==> src/rtl/sonic_vc_pkg.sv <==
// Shared definitions for the sonic virtual-channel datapath: channel width
// helper and the field layout of a packed Avalon-ST beat payload.
package sonic_vc_pkg;

    function automatic int ch_w(input int n);
        return (n > 1) ? $clog2(n) : 1;
    endfunction

    // Payload layout, LSB first: sop, error, eop, empty, data.
    localparam int SOP_LSB = 0;
    localparam int ERR_LSB = 1;

    function automatic int eop_lsb(input int err_w);
        return ERR_LSB + err_w;
    endfunction

    function automatic int empty_lsb(input int err_w);
        return eop_lsb(err_w) + 1;
    endfunction

    function automatic int data_lsb(input int empty_w, input int err_w);
        return empty_lsb(err_w) + empty_w;
    endfunction

    function automatic int payload_w(input int data_w, input int empty_w, input int err_w);
        return data_w + empty_w + err_w + 2;
    endfunction

endpackage

==> src/rtl/sonic_vc_skid_buffer.sv <==
// Two-entry skid buffer with a registered in_ready; sustains one beat per
// cycle and keeps out_data stable while stalled.
module sonic_vc_skid_buffer #(
    parameter int WIDTH = 8
) (
    input  logic             clk,
    input  logic             reset_n,
    input  logic             in_valid,
    output logic             in_ready,
    input  logic [WIDTH-1:0] in_data,
    output logic             out_valid,
    input  logic             out_ready,
    output logic [WIDTH-1:0] out_data
);

    logic             main_valid_q, main_valid_d;
    logic [WIDTH-1:0] main_q, main_d;
    logic             skid_valid_q, skid_valid_d;
    logic [WIDTH-1:0] skid_q, skid_d;
    logic             ready_q, ready_d;
    logic             push, pop;

    assign push = in_valid && ready_q;
    assign pop  = main_valid_q && out_ready;

    always_comb begin
        main_valid_d = main_valid_q;
        main_d       = main_q;
        skid_valid_d = skid_valid_q;
        skid_d       = skid_q;
        if (skid_valid_q) begin
            // Full: ready is low, so only a drain can happen.
            if (pop) begin
                main_d       = skid_q;
                skid_valid_d = 1'b0;
            end
        end else if (main_valid_q) begin
            if (push && pop) begin
                main_d = in_data;
            end else if (push) begin
                skid_valid_d = 1'b1;
                skid_d       = in_data;
            end else if (pop) begin
                main_valid_d = 1'b0;
            end
        end else if (push) begin
            main_valid_d = 1'b1;
            main_d       = in_data;
        end
        ready_d = !skid_valid_d;
    end

    always_ff @(posedge clk or negedge reset_n) begin
        if (!reset_n) begin
            main_valid_q <= 1'b0;
            main_q       <= '0;
            skid_valid_q <= 1'b0;
            skid_q       <= '0;
            ready_q      <= 1'b1;
        end else begin
            main_valid_q <= main_valid_d;
            main_q       <= main_d;
            skid_valid_q <= skid_valid_d;
            skid_q       <= skid_d;
            ready_q      <= ready_d;
        end
    end

    assign in_ready  = ready_q;
    assign out_valid = main_valid_q;
    assign out_data  = main_q;

endmodule

==> src/rtl/sonic_vc_rr_packet_mux.sv <==
// Packet-aware round-robin Avalon-ST mux: holds each grant from SOP to EOP
// and tags every output beat with its source index.
module sonic_vc_rr_packet_mux
    import sonic_vc_pkg::*;
#(
    parameter  int NUM_IN  = 4,
    parameter  int DATA_W  = 128,
    parameter  int EMPTY_W = 4,
    parameter  int ERR_W   = 1,
    localparam int CH_W    = ch_w(NUM_IN)
) (
    input  logic                      clk,
    input  logic                      reset_n,
    input  logic [NUM_IN-1:0]         in_valid,
    output logic [NUM_IN-1:0]         in_ready,
    input  logic [NUM_IN*DATA_W-1:0]  in_data,
    input  logic [NUM_IN-1:0]         in_sop,
    input  logic [NUM_IN-1:0]         in_eop,
    input  logic [NUM_IN*EMPTY_W-1:0] in_empty,
    input  logic [NUM_IN*ERR_W-1:0]   in_error,
    output logic                      out_valid,
    input  logic                      out_ready,
    output logic [DATA_W-1:0]         out_data,
    output logic                      out_sop,
    output logic                      out_eop,
    output logic [EMPTY_W-1:0]        out_empty,
    output logic [ERR_W-1:0]          out_error,
    output logic [CH_W-1:0]           out_channel,
    output logic                      busy
);

    localparam int EOP_LSB   = eop_lsb(ERR_W);
    localparam int EMPTY_LSB = empty_lsb(ERR_W);
    localparam int DATA_LSB  = data_lsb(EMPTY_W, ERR_W);
    localparam int PAYLOAD_W = payload_w(DATA_W, EMPTY_W, ERR_W);
    localparam int BUF_W     = PAYLOAD_W + CH_W;

    logic              locked_q, locked_d;
    logic [CH_W-1:0]   grant_q, grant_d;
    logic [CH_W-1:0]   rr_ptr_q, rr_ptr_d;

    logic              cand_found;
    logic [CH_W-1:0]   cand_idx;
    logic [CH_W:0]     idx;
    logic [CH_W-1:0]   active;
    logic              sel_valid;
    logic [DATA_W-1:0] sel_data;
    logic              sel_sop, sel_eop;
    logic [EMPTY_W-1:0] sel_empty;
    logic [ERR_W-1:0]  sel_error;
    logic              accept;

    logic              buf_in_ready;
    logic [BUF_W-1:0]  buf_in_data, buf_out_data;

    // Search downward so the lowest offset from rr_ptr (highest priority) wins.
    always_comb begin
        cand_found = 1'b0;
        cand_idx   = '0;
        idx        = '0;
        for (int k = NUM_IN - 1; k >= 0; k--) begin
            idx = {1'b0, rr_ptr_q} + (CH_W + 1)'(k);
            if (idx >= (CH_W + 1)'(NUM_IN)) begin
                idx = idx - (CH_W + 1)'(NUM_IN);
            end
            if (in_valid[idx[CH_W-1:0]]) begin
                cand_found = 1'b1;
                cand_idx   = idx[CH_W-1:0];
            end
        end
    end

    assign active    = locked_q ? grant_q : cand_idx;
    assign sel_valid = locked_q ? in_valid[grant_q] : cand_found;
    assign accept    = sel_valid && buf_in_ready;

    always_comb begin
        sel_data  = '0;
        sel_sop   = 1'b0;
        sel_eop   = 1'b0;
        sel_empty = '0;
        sel_error = '0;
        in_ready  = '0;
        for (int i = 0; i < NUM_IN; i++) begin
            if (CH_W'(i) == active) begin
                sel_data  = in_data[i*DATA_W +: DATA_W];
                sel_sop   = in_sop[i];
                sel_eop   = in_eop[i];
                sel_empty = in_empty[i*EMPTY_W +: EMPTY_W];
                sel_error = in_error[i*ERR_W +: ERR_W];
            end
        end
        if (locked_q || cand_found) begin
            in_ready[active] = buf_in_ready;
        end
    end

    assign buf_in_data = {active, sel_data, sel_empty, sel_eop, sel_error, sel_sop};

    always_comb begin
        locked_d = locked_q;
        grant_d  = grant_q;
        rr_ptr_d = rr_ptr_q;
        if (accept) begin
            if (sel_eop) begin
                locked_d = 1'b0;
                rr_ptr_d = (active == CH_W'(NUM_IN - 1)) ? '0 : active + CH_W'(1);
            end else begin
                locked_d = 1'b1;
                grant_d  = active;
            end
        end
    end

    always_ff @(posedge clk or negedge reset_n) begin
        if (!reset_n) begin
            locked_q <= 1'b0;
            grant_q  <= '0;
            rr_ptr_q <= '0;
        end else begin
            locked_q <= locked_d;
            grant_q  <= grant_d;
            rr_ptr_q <= rr_ptr_d;
        end
    end

    sonic_vc_skid_buffer #(
        .WIDTH(BUF_W)
    ) u_skid (
        .clk      (clk),
        .reset_n  (reset_n),
        .in_valid (sel_valid),
        .in_ready (buf_in_ready),
        .in_data  (buf_in_data),
        .out_valid(out_valid),
        .out_ready(out_ready),
        .out_data (buf_out_data)
    );

    assign out_sop     = buf_out_data[SOP_LSB];
    assign out_error   = buf_out_data[ERR_LSB +: ERR_W];
    assign out_eop     = buf_out_data[EOP_LSB];
    assign out_empty   = buf_out_data[EMPTY_LSB +: EMPTY_W];
    assign out_data    = buf_out_data[DATA_LSB +: DATA_W];
    assign out_channel = buf_out_data[PAYLOAD_W +: CH_W];
    assign busy        = locked_q;

endmodule

==> config.mk <==
export PLATFORM = sky130hd
export DESIGN_NAME = sonic_vc_rr_packet_mux
export DESIGN_NICKNAME = d
export VERILOG_FILES = /design/src/rtl/sonic_vc_pkg.sv /design/src/rtl/sonic_vc_skid_buffer.sv /design/src/rtl/sonic_vc_rr_packet_mux.sv
export SDC_FILE = /design/constraint.sdc
export NUM_CORES = 1
export LEC_CHECK = 0
export CAP_MARGIN = 20
export CORE_AREA = 2 2 265 267
export DETAILED_ROUTE_END_ITERATION = 12
export DIE_AREA = 0 0 267 269
export PLACE_DENSITY = 0.54
export SYNTH_ARGS = -nofsm -noshare
export SYNTH_HDL_FRONTEND = slang
export SYNTH_SLANG_ARGS = --single-unit
==> constraint.sdc <==
create_clock -name clk -period 9.5 [get_ports clk]
set_input_delay 2.85 -clock clk [delete_from_list [all_inputs] [get_ports clk]]
set_output_delay 2.85 -clock clk [all_outputs]
set_load 0.02 [all_outputs]
Word-level counts from Yosys, hierarchy flattened
Cells that the tools add are included.
{"block": "op_classes", "n_addsub": 8, "mul": 0, "div_mod_pow": 0, "magnitude_cmp": 11, "eq_ne": 6, "shift": 0, "n_mux": 62, "n_bitwise": 4, "n_reduce_logical": 12}
{"op": "two-way mux 137 bit", "count": 5}
{"op": "two-way mux 128 bit", "count": 4}
{"op": "two-way mux 1 bit", "count": 32}
{"op": "two-way mux 2 bit", "count": 10}
{"op": "two-way mux 4 bit", "count": 5}
{"op": "< comparator 2 x 3 -> 1 bit (second input constant)", "count": 6}
{"op": "binary-select mux 1 bit (select 2 bit)", "count": 5}
{"op": ">= comparator 3 bit (second input constant)", "count": 3}
{"op": "subtractor 2 x 1 -> 2 bit (second input constant)", "count": 4}
{"op": "adder 2 x 2 -> 3 bit (second input constant)", "count": 2}
{"op": "AND 4 bit", "count": 1}
{"op": "equality test 2 bit (first input constant)", "count": 2}
{"op": "logical AND 1 bit", "count": 4}
{"op": "AND reduction 2 bit", "count": 2}
{"op": "AND reduction 4 bit", "count": 1}
{"op": "adder 2 x 1 -> 3 bit (second input constant)", "count": 1}
{"op": ">= comparator 2 x 3 -> 1 bit (second input constant)", "count": 1}
{"op": "!= test 3 bit (second input constant)", "count": 1}
{"op": "NOT 1 bit", "count": 3}
{"op": "AND reduction 3 bit", "count": 1}
{"op": "nonzero test 3 bit", "count": 1}
{"op": "adder 2 x 1 -> 2 bit (second input constant)", "count": 1}
{"op": "demux 1 bit (select 2 bit)", "count": 1}
{"op": "equality test 1 x 2 -> 1 bit (first input constant)", "count": 1}
{"op": "other kinds (6)", "count": 6}
{"block": "word_totals", "reg_bits": 282, "latch_bits": 0, "ram_bits": 0, "rom_bits": 0, "out_inout_bits": 143, "n_memories": 0}

Longest topological paths before layout
Gate-level depths: netlist of the first run.
{"block": "depth", "depth_word": 18, "mapped_depth": 14}

Modules after synthesis
A second synthesis of the first run with hierarchy kept.
{"block": "hier_totals", "cells_unflattened": 1436, "area_unflattened_um2": 17003.8}
{"module": "sonic_vc_skid_buffer", "n_inst": 1, "cells_per_inst": 746, "area_per_inst_um2": 12538.3}
{"module": "sonic_vc_rr_packet_mux", "n_inst": 1, "cells_per_inst": 690, "area_per_inst_um2": 4465.5}

Least setup slack after synthesis of the first run
No wires, ideal clock.
{"block": "synth_timing", "kind": "input-to-output", "start": "input in_valid[0]", "end": "output in_ready[1]", "t_arrival_ps": 4466, "slack_ps": 2184, "cell_stages": 9, "path_cell_list": "inv_1 -> o21ai_0 -> a21oi_1 -> a22o_1 -> inv_1 -> ha_1 -> clkbuf_1 -> clkbuf_1 -> and2_1"}
{"block": "synth_between", "elab_chain_cells": 13, "elab_cells_between_ends": 25, "classes_between": "order compare (2); mux (20); bitwise (1); reduce/logical (2)"}
{"element": "start, declared", "line_no": "sonic_vc_rr_packet_mux.sv:14", "text": "input logic [NUM_IN-1:0] in_valid,"}
{"element": "binary-select mux 1 bit (select 2 bit)", "line_no": "sonic_vc_rr_packet_mux.sv:66", "text": "if (in_valid[idx[CH_W-1:0]]) begin"}
{"element": "two-way mux 1 bit (not written as such)", "line_no": "sonic_vc_rr_packet_mux.sv:66"}
{"element": "two-way mux 2 bit (3 in a row)", "line_no": "sonic_vc_rr_packet_mux.sv:66"}
{"element": "two-way mux 2 bit (*)", "line_no": "sonic_vc_rr_packet_mux.sv:66"}
{"element": "two-way mux 2 bit (*)", "line_no": "sonic_vc_rr_packet_mux.sv:73", "text": "assign active = locked_q ? grant_q : cand_idx;"}
{"element": "via active[1]", "line_no": "sonic_vc_rr_packet_mux.sv:45", "text": "logic [CH_W-1:0] active;"}
{"element": "< comparator 2 x 3 -> 1 bit (not written as such) or >= comparator 2 x 1 -> 1 bit (tied branches)", "line_no": "sonic_vc_rr_packet_mux.sv:94", "text": "in_ready[active] = buf_in_ready;"}
{"element": "logical AND 1 bit (not written as such)", "line_no": "sonic_vc_rr_packet_mux.sv:94"}
{"element": "two-way mux 1 bit (not written as such)", "line_no": "sonic_vc_rr_packet_mux.sv:94"}
{"element": "demux 1 bit (select 2 bit) (*)", "line_no": "sonic_vc_rr_packet_mux.sv:94"}
{"element": "AND 4 bit (no source line) (*)"}
{"element": "two-way mux 4 bit (*)", "line_no": "sonic_vc_rr_packet_mux.sv:93", "text": "if (locked_q || cand_found) begin"}
{"element": "end, declared", "line_no": "sonic_vc_rr_packet_mux.sv:15", "text": "output logic [NUM_IN-1:0] in_ready,"}
Mark *: on every way through the listed nets, which the timed path passes. The rest lies on a longest branch. The select of a mux whose other input is x is not followed.

Final worst setup path of the first run
{"block": "layout_timing", "start": "input in_valid[1]", "end": "output in_ready[0]"}
The elaborated chain is that of the path after synthesis.

==> impl_results.md, run 1 <==
* Outcome: completed
* CTS clk-pin slew, worst paths at 0.05 ns
* Count of cell types in the netlist at 44
* Layout Nets at 2,609
* Syn nets at 2,023
* Worst slew margin at 0.2737
* Syn Inst Count at 1,472
* Beginning of the worst register-to-register path: rr_ptr_q[1]
* DRC viols at 0
* Critical Path End Type: output pin
* Most common cell after layout, fill and taps aside: clkdlybuf4s50_1
* Num ports at 690
* Async set-reset flop share out of synthesis at 1.000
* Pins Over Slew Limit at 0
* Leak at slightly below 0.009 µW
* Yosys top cell area share at 0.4730
* Arrival time worst endpoint at 5.60 ns
* Die Height at 269 µm
* Tot GR Track Use at 0.1598
* Core ar. at 69,300 µm²
* Max VDD drop at 0.3541 mV
* Final HPWL DP at about 44,000 µm
* YS warnings at 0
* Setup TNS at 0 ns
* Final setup fails at 0
* Fin. Hold Viols at 0
* Number of CTS-inserted buffers at 36
* Hold path start: u_skid.skid_q[40]
* Number of synthesized flops with an enable pin at 0
* Total gr overflow at 0
* Antenna violations before repair at 2
* Syn_area_per_cell at 10.10 µm²
* First DRT Iteration DRCs at 779
* Worst-Margin Slew at 1.089 ns
* GP Congestion at 0.8515
* Largest net degree at the start of global routing at between 100 and 150
* Buffers on Ports at between 600 and 700
* Crit path time final at around 8.4 ns
* Adder-cell area share of the yosys netlist at 0.003367
* Post-synthesis sequential area ratio at 0.4748
* Die area at 71,820 µm²
* Crit path required time at ~6.7 ns
* CTS Buffer Depth at 3
* Synth Area in XOR/XNOR at 0
* Setup CP Type: in -> out
* CTS tree: built
* Synthesized flop and latch total at 282
* Die width at around 270 µm
* Max frequency at 0.1184 GHz
* Synthesized area at 14,870 µm²
* Fin crit share at 0.8891
* Area Growth Syn to Fin at 58.84%
* WL/cell at 19.97 µm
* Antenna viol nets, final at 0
* Synth Area in Simple Gates at 0.07920
* Routed via count at 14,670
* Hold buffer count at CTS at 0
* Post-Route WL at 60,390 µm
* First-pass GRT wire length at between 80,000 and 90,000 µm
* H-tree levels at 2
* Number of global-route vias before repair at 14,600
* Worst hold path type: reg -> reg
* Root Driver: clkbuf_16
* Area contributors post-synth: dfrtp_1 (47%), a221o_1 (9.0%), o221ai_1 (8.0%)
* Layout cells sized above 1 at 0.07212
* R2R cell count at 12
* Resize count post-CTS at 0
* Post-synthesis mux area share at 0.004461
* Setup repair after global routing missed its margin: no
* Total iterations of the first detailed-routing run at 4
* Skew final at 0.01440 ns
* Clk sink count at approximately 280
* P per Cell Area at 402.7 nW/µm²
* Maxcap violations at 0
* Largest family of logic cells by synthesized area: compound AO/OA/AOI/OAI gates
* Worst reg-to-reg setup slack at 5.05 ns
* Compound-gate portion of the synthesized area at 0.3852
* WHS Path Cells at 2
* RR Endpoint: rr_ptr_q[0]
* FP Rows at 97
* Main synth FF type: dfrtp_1
* Dominant cell type by area after synthesis: dfrtp_1
* Most frequent cells in the layout: clkdlybuf4s50_1 (688), nand2_1 (280), dfrtp_1 (280), o21ai_0 (143)
* Via/cell ratio at ~4.9
* Final Util at 0.3407
* Worst setup SP type: input pin
* Clk_lat worst skew at 0.54 ns
* Post-CTS Setup Inserts at 0
* Max FO, Critical Path at 6
* Worst Hold Path EP: u_skid.skid_q[40]
* Initial Utilization at 0.2145
==> per-layer routing <==
| metal | wire, µm | share of wire | vias up | GRT usage |
|---|---|---|---|---|
| li1 | - | - | 6902 | - |
| met1 | 25410 | 0.42 | 7265 | 0.2042 |
| met2 | 30170 | 0.50 | 420 | 0.2746 |
| met3 | 3249 | 0.054 | 85 | 0.02813 |
| met4 | 1540 | 0.026 | 2 | 0.04889 |
| met5 | 12 | 0.00020 | - | 0 |
==> logic make-up after synthesis <==
group / after synthesis
AND/OR/NAND/NOR: 301
adder cells (fa/ha/maj): 4
flip-flops: 282
buffers and inverters: 178
AO/OA/AOI/OAI: 702
multiplexers: 5
==> worst max-delay path: stages <==
cell and delay, ns:
clkdlybuf4s50_1 0.56, inv_1 0.12, o311ai_0 0.46, a22o_1 0.48, inv_1 0.18, ha_1 0.25, and2_1 0.15, clkdlybuf4s50_1 0.53
==> report_power, final <==
group	leakage [µW]	total, µW	internal (µW)	switching [µW]
Clock	0.000550	1320	798	520
Combinational	0.00486	6030	2550	3480
Sequential	0.00341	2160	1820	342
==> Yosys cell counts, types with 8 or more instances <==
cell      number
a221o_1      134
buf_6          9
o21ai_0      143
buf_1          8
inv_1         13
o211ai_1      75
clkbuf_1     110
buf_2         36
o21a_1       135
o221ai_1     135
dfrtp_1      281
o211ai_2      60
nand2_1      281
==> through the flow <==
stage	instances	instance area [µm²]	setup slack (ns)	power, µW	hold slack [ns]
5_1_grt	3020	23600	0.9507	10260	0.4961
4_1_cts	3020	23600	1.083	9695	0.4815
3_5_place_dp	2960	22480	1.122	8316	0.4702
2_1_floorplan	1472	14870	2.184	6115	0.4497
3_3_place_gp	2960	22480	1.158	8181	0.4621
6_report	3024	23610	1.053	9509	0.4750
==> flip-flops by register name, summed over array words and instances, names as in the netlist <==
signal / cells
u_skid.in_ready: 1
u_skid.out_data: 137
busy: 1
rr_ptr_q: 2
u_skid.skid_valid_q: 1
grant_q: 2
u_skid.out_valid: 1
u_skid.skid_q: 137
==> layout make-up <==
cell class,count,area [µm²]
timing repair buffer,713,7132
clock buffer,51,1018
sequential,282,7062
antenna,4,10.01
inverter,13,51.30
fill,6936,45690
multi-input combinational,1012,7058
tap,940,1176
clock inverter,9,105.1
==> worst max-delay path by stage <==
stage	from	endpoint	slack [ns]	cells after the start
after floorplan	in_valid[0]	in_ready[1]	2.18	9
after global placement	in_valid[1]	in_ready[0]	1.16	8
after detailed placement	in_valid[1]	in_ready[0]	1.12	8
after CTS	in_valid[1]	in_ready[0]	1.08	8
after global routing	in_valid[1]	in_ready[2]	0.95	7
final	in_valid[1]	in_ready[0]	1.05	8
No activity file was read; power rests on OpenSTA's default activity.
==> run 2: changes to the inputs <==
- PLACE_DENSITY: 0.54 -> unset
==> impl_results.md, run 2 (same netlist as run 1, synthesis figures left out) <==
* Max FO, Critical Path at 7 (+1)
* Comb pwr share at 0.631 (-0.003)
* Fin. Hold Viols at 0 (unchanged)
* Die width at 267 µm (unchanged)
* Initial Utilization at 0.2145 (unchanged)
* Clk_lat worst skew at 0.53 ns (about the same)
* Setup CP Type: in -> out
* CTS clk-pin slew, worst paths at 0.06 ns (about the same)
* H-tree levels at 2 (unchanged)
* Total gr overflow at 0 (unchanged)
* GP Congestion at 0.9083 (+6.7%)
* Tot GR Track Use at 0.1552 (-0.004588)
* Pins Over Slew Limit at 0 (unchanged)
* Buffers on Ports at 689 (unchanged)
* Most common cell after layout, fill and taps aside: clkdlybuf4s50_1
* DRC viols at 0 (unchanged)
* Antenna violations before repair at 0 (-2)
* WL/cell at 19.54 µm (-2.2%)
* Arrival time worst endpoint at 5.55 ns (-0.05 ns)
* Crit path required time at 6.65 ns (about the same)
* Pwr Total at 9483 µW (-0.28%)
* Worst setup SP type: input pin
* Leak at 0.008813 µW (about the same)
* Routed via count at 14,680 (+0.068%)
* Worst-Margin Slew at 1.255 ns (+0.1654 ns)
* Resize count post-CTS at 0 (unchanged)
* Num ports at 690 (unchanged)
* CTS tree: built
* Layout cells sized above 1 at 0.07122 (-0.0008931)
* Final setup fails at 0 (unchanged)
* Skew final at 0.01621 ns (+0.001812 ns)
* Maxcap violations at 0 (unchanged)
* Fin crit share at 0.8837 (-0.005426)
* Root Driver: clkbuf_16
* Final Instance Area at 23,580 µm² (-0.14%)
* Post-CTS Setup Inserts at 0 (unchanged)
* Core ar. at 69,300 µm² (unchanged)
* Diodes inserted at 0 (-4)
* Total iterations of the first detailed-routing run at 6 (+2)
* Die area at 71,820 µm² (unchanged)
* Crit path max-delay family: buffers and inverters
* Max frequency at 0.1191 GHz (+0.61%)
* Worst hold path type: reg -> reg
* P per Cell Area at 402.2 nW/µm² (-0.14%)
* Flop pwr share at 0.229 (+0.002)
* Number of global-route vias before repair at 14,680 (+0.55%)
* Antenna viol nets, final at 0 (unchanged)
* Clk sink count at 282 (unchanged)
* Largest net degree at the start of global routing at 164 (+27%)
* Layout Nets at 2,605 (-0.15%)
* Final HPWL DP at 42,810 µm (-2.2%)
* Setup TNS at 0 ns (unchanged)
* Most used cell, CP: clkdlybuf4s50_1
* Critical Path End Type: output pin
* First DRT Iteration DRCs at 951 (+22%)
* First-pass GRT wire length at 87,620 µm (-1.7%)
* Worst slew margin at 0.1635 (-0.1103)
* Setup repair after global routing missed its margin: no
* Die Height at 269 µm (unchanged)
* Worst path max stage delay at 0.66 ns (+0.10 ns)
* Clock Power Share at 0.140 (about the same)
* Internal at 5173 µW (about the same)
* Most frequent cells in the layout: clkdlybuf4s50_1 (688), nand2_1 (280), dfrtp_1 (280), o21ai_0 (143)
* Number of CTS-inserted buffers at 35 (-2.8%)
* Sw frac at 0.4545 (-0.001868)
* Hold buffer count at CTS at 0 (unchanged)
* Critical path cell sequence: clkdlybuf4s50_1 -> inv_1 -> o31ai_1 -> o21bai_1 -> o2bb2ai_1 -> ha_1 -> and2_1 -> clkdlybuf4s50_1
* CTS Buffer Depth at 3 (unchanged)
* Via/cell ratio at 4.865 (+0.27%)
* Max VDD drop at 0.2551 mV (-28%)
* DP Area at 22,440 µm² (-0.16%)
* Psw at 4310 µW (-0.69%)
* Slowest cell on the critical path: clkdlybuf4s50_1
* FP Rows at 97 (unchanged)
* Crit path time final at 8.395 ns (-0.05155 ns)
* Outcome: completed
* Number of buffers and inverters on the critical path at 3 (-1)
* Post-Route WL at 58,960 µm (-2.4%)
* Area Growth Syn to Fin at 58.61%
==> run 2: final cells by class <==
cell class              count  area, µm²
well taps                 940       1176
fillers                  6907      45720
flip-flops and latches    282       7062
inverters                  13      51.30
repair buffers            710       7097
multi-input cells        1012       7058
clock inverters             9      102.6
clock buffers              52       1032
==> run 2: worst paths after layout <==
path                                   start                    to  slack, ns  cells past startpoint
setup / recovery                 in_valid[0]           in_ready[0]       1.10                      8
hold / removal             u_skid.skid_q[60]     u_skid.skid_q[60]       0.48                      2
setup reg to reg                 rr_ptr_q[1]  u_skid.out_data[133]       5.24                     12
hold reg to reg            u_skid.skid_q[60]     u_skid.skid_q[60]       0.48                      2
max in group asynchronous            reset_n   u_skid.skid_valid_q       5.78                      2
min in group asynchronous            reset_n     u_skid.skid_q[45]       2.34                      1
==> run 2: stage by stage <==
stage               worst slack [ns]  instances  hold slack (ns)    util
finish                         1.105       3018           0.4778  0.3402
global route                  0.8598       3018           0.4975  0.3402
CTS                            1.078       3018           0.4827  0.3402
detailed placement             1.102       2957           0.4703  0.3239
global placement               1.127       2957           0.4617  0.3239
floorplan                      2.184       1472           0.4497       -
==> run 2: power groups by stage <==
| stage | logic, µW | registers, µW | clock network [µW] |
|---|---|---|---|
| floorplan | 3650 | 2470 | 0 |
| global placement | 5890 | 2160 | 0 |
| detailed placement | 6040 | 2190 | 0 |
| CTS | 6050 | 2170 | 1390 |
| global route | 6500 | 2250 | 1440 |
| finish | 5980 | 2170 | 1330 |
==> run 2: worst reg2reg max path, stage by stage (launching register included) <==
cell       delay (ns)
dfrtp_1          0.44
inv_1            0.10
o31ai_1          0.26
o21bai_1         0.10
o2bb2ai_1        0.45
inv_1            0.19
ha_1             0.30
inv_4            0.65
nand2_4          0.36
buf_4            0.46
o221ai_1         0.59
o211ai_2         0.11
o21a_1           0.16
==> run 2: metal layers <==
metal,global-route usage,up-vias,part of all wire
met5,0,-,0
met2,0.2563,515,0.48
li1,-,6896,-
met3,0.03288,86,0.064
met1,0.2028,7187,0.43
met4,0.04874,0,0.026
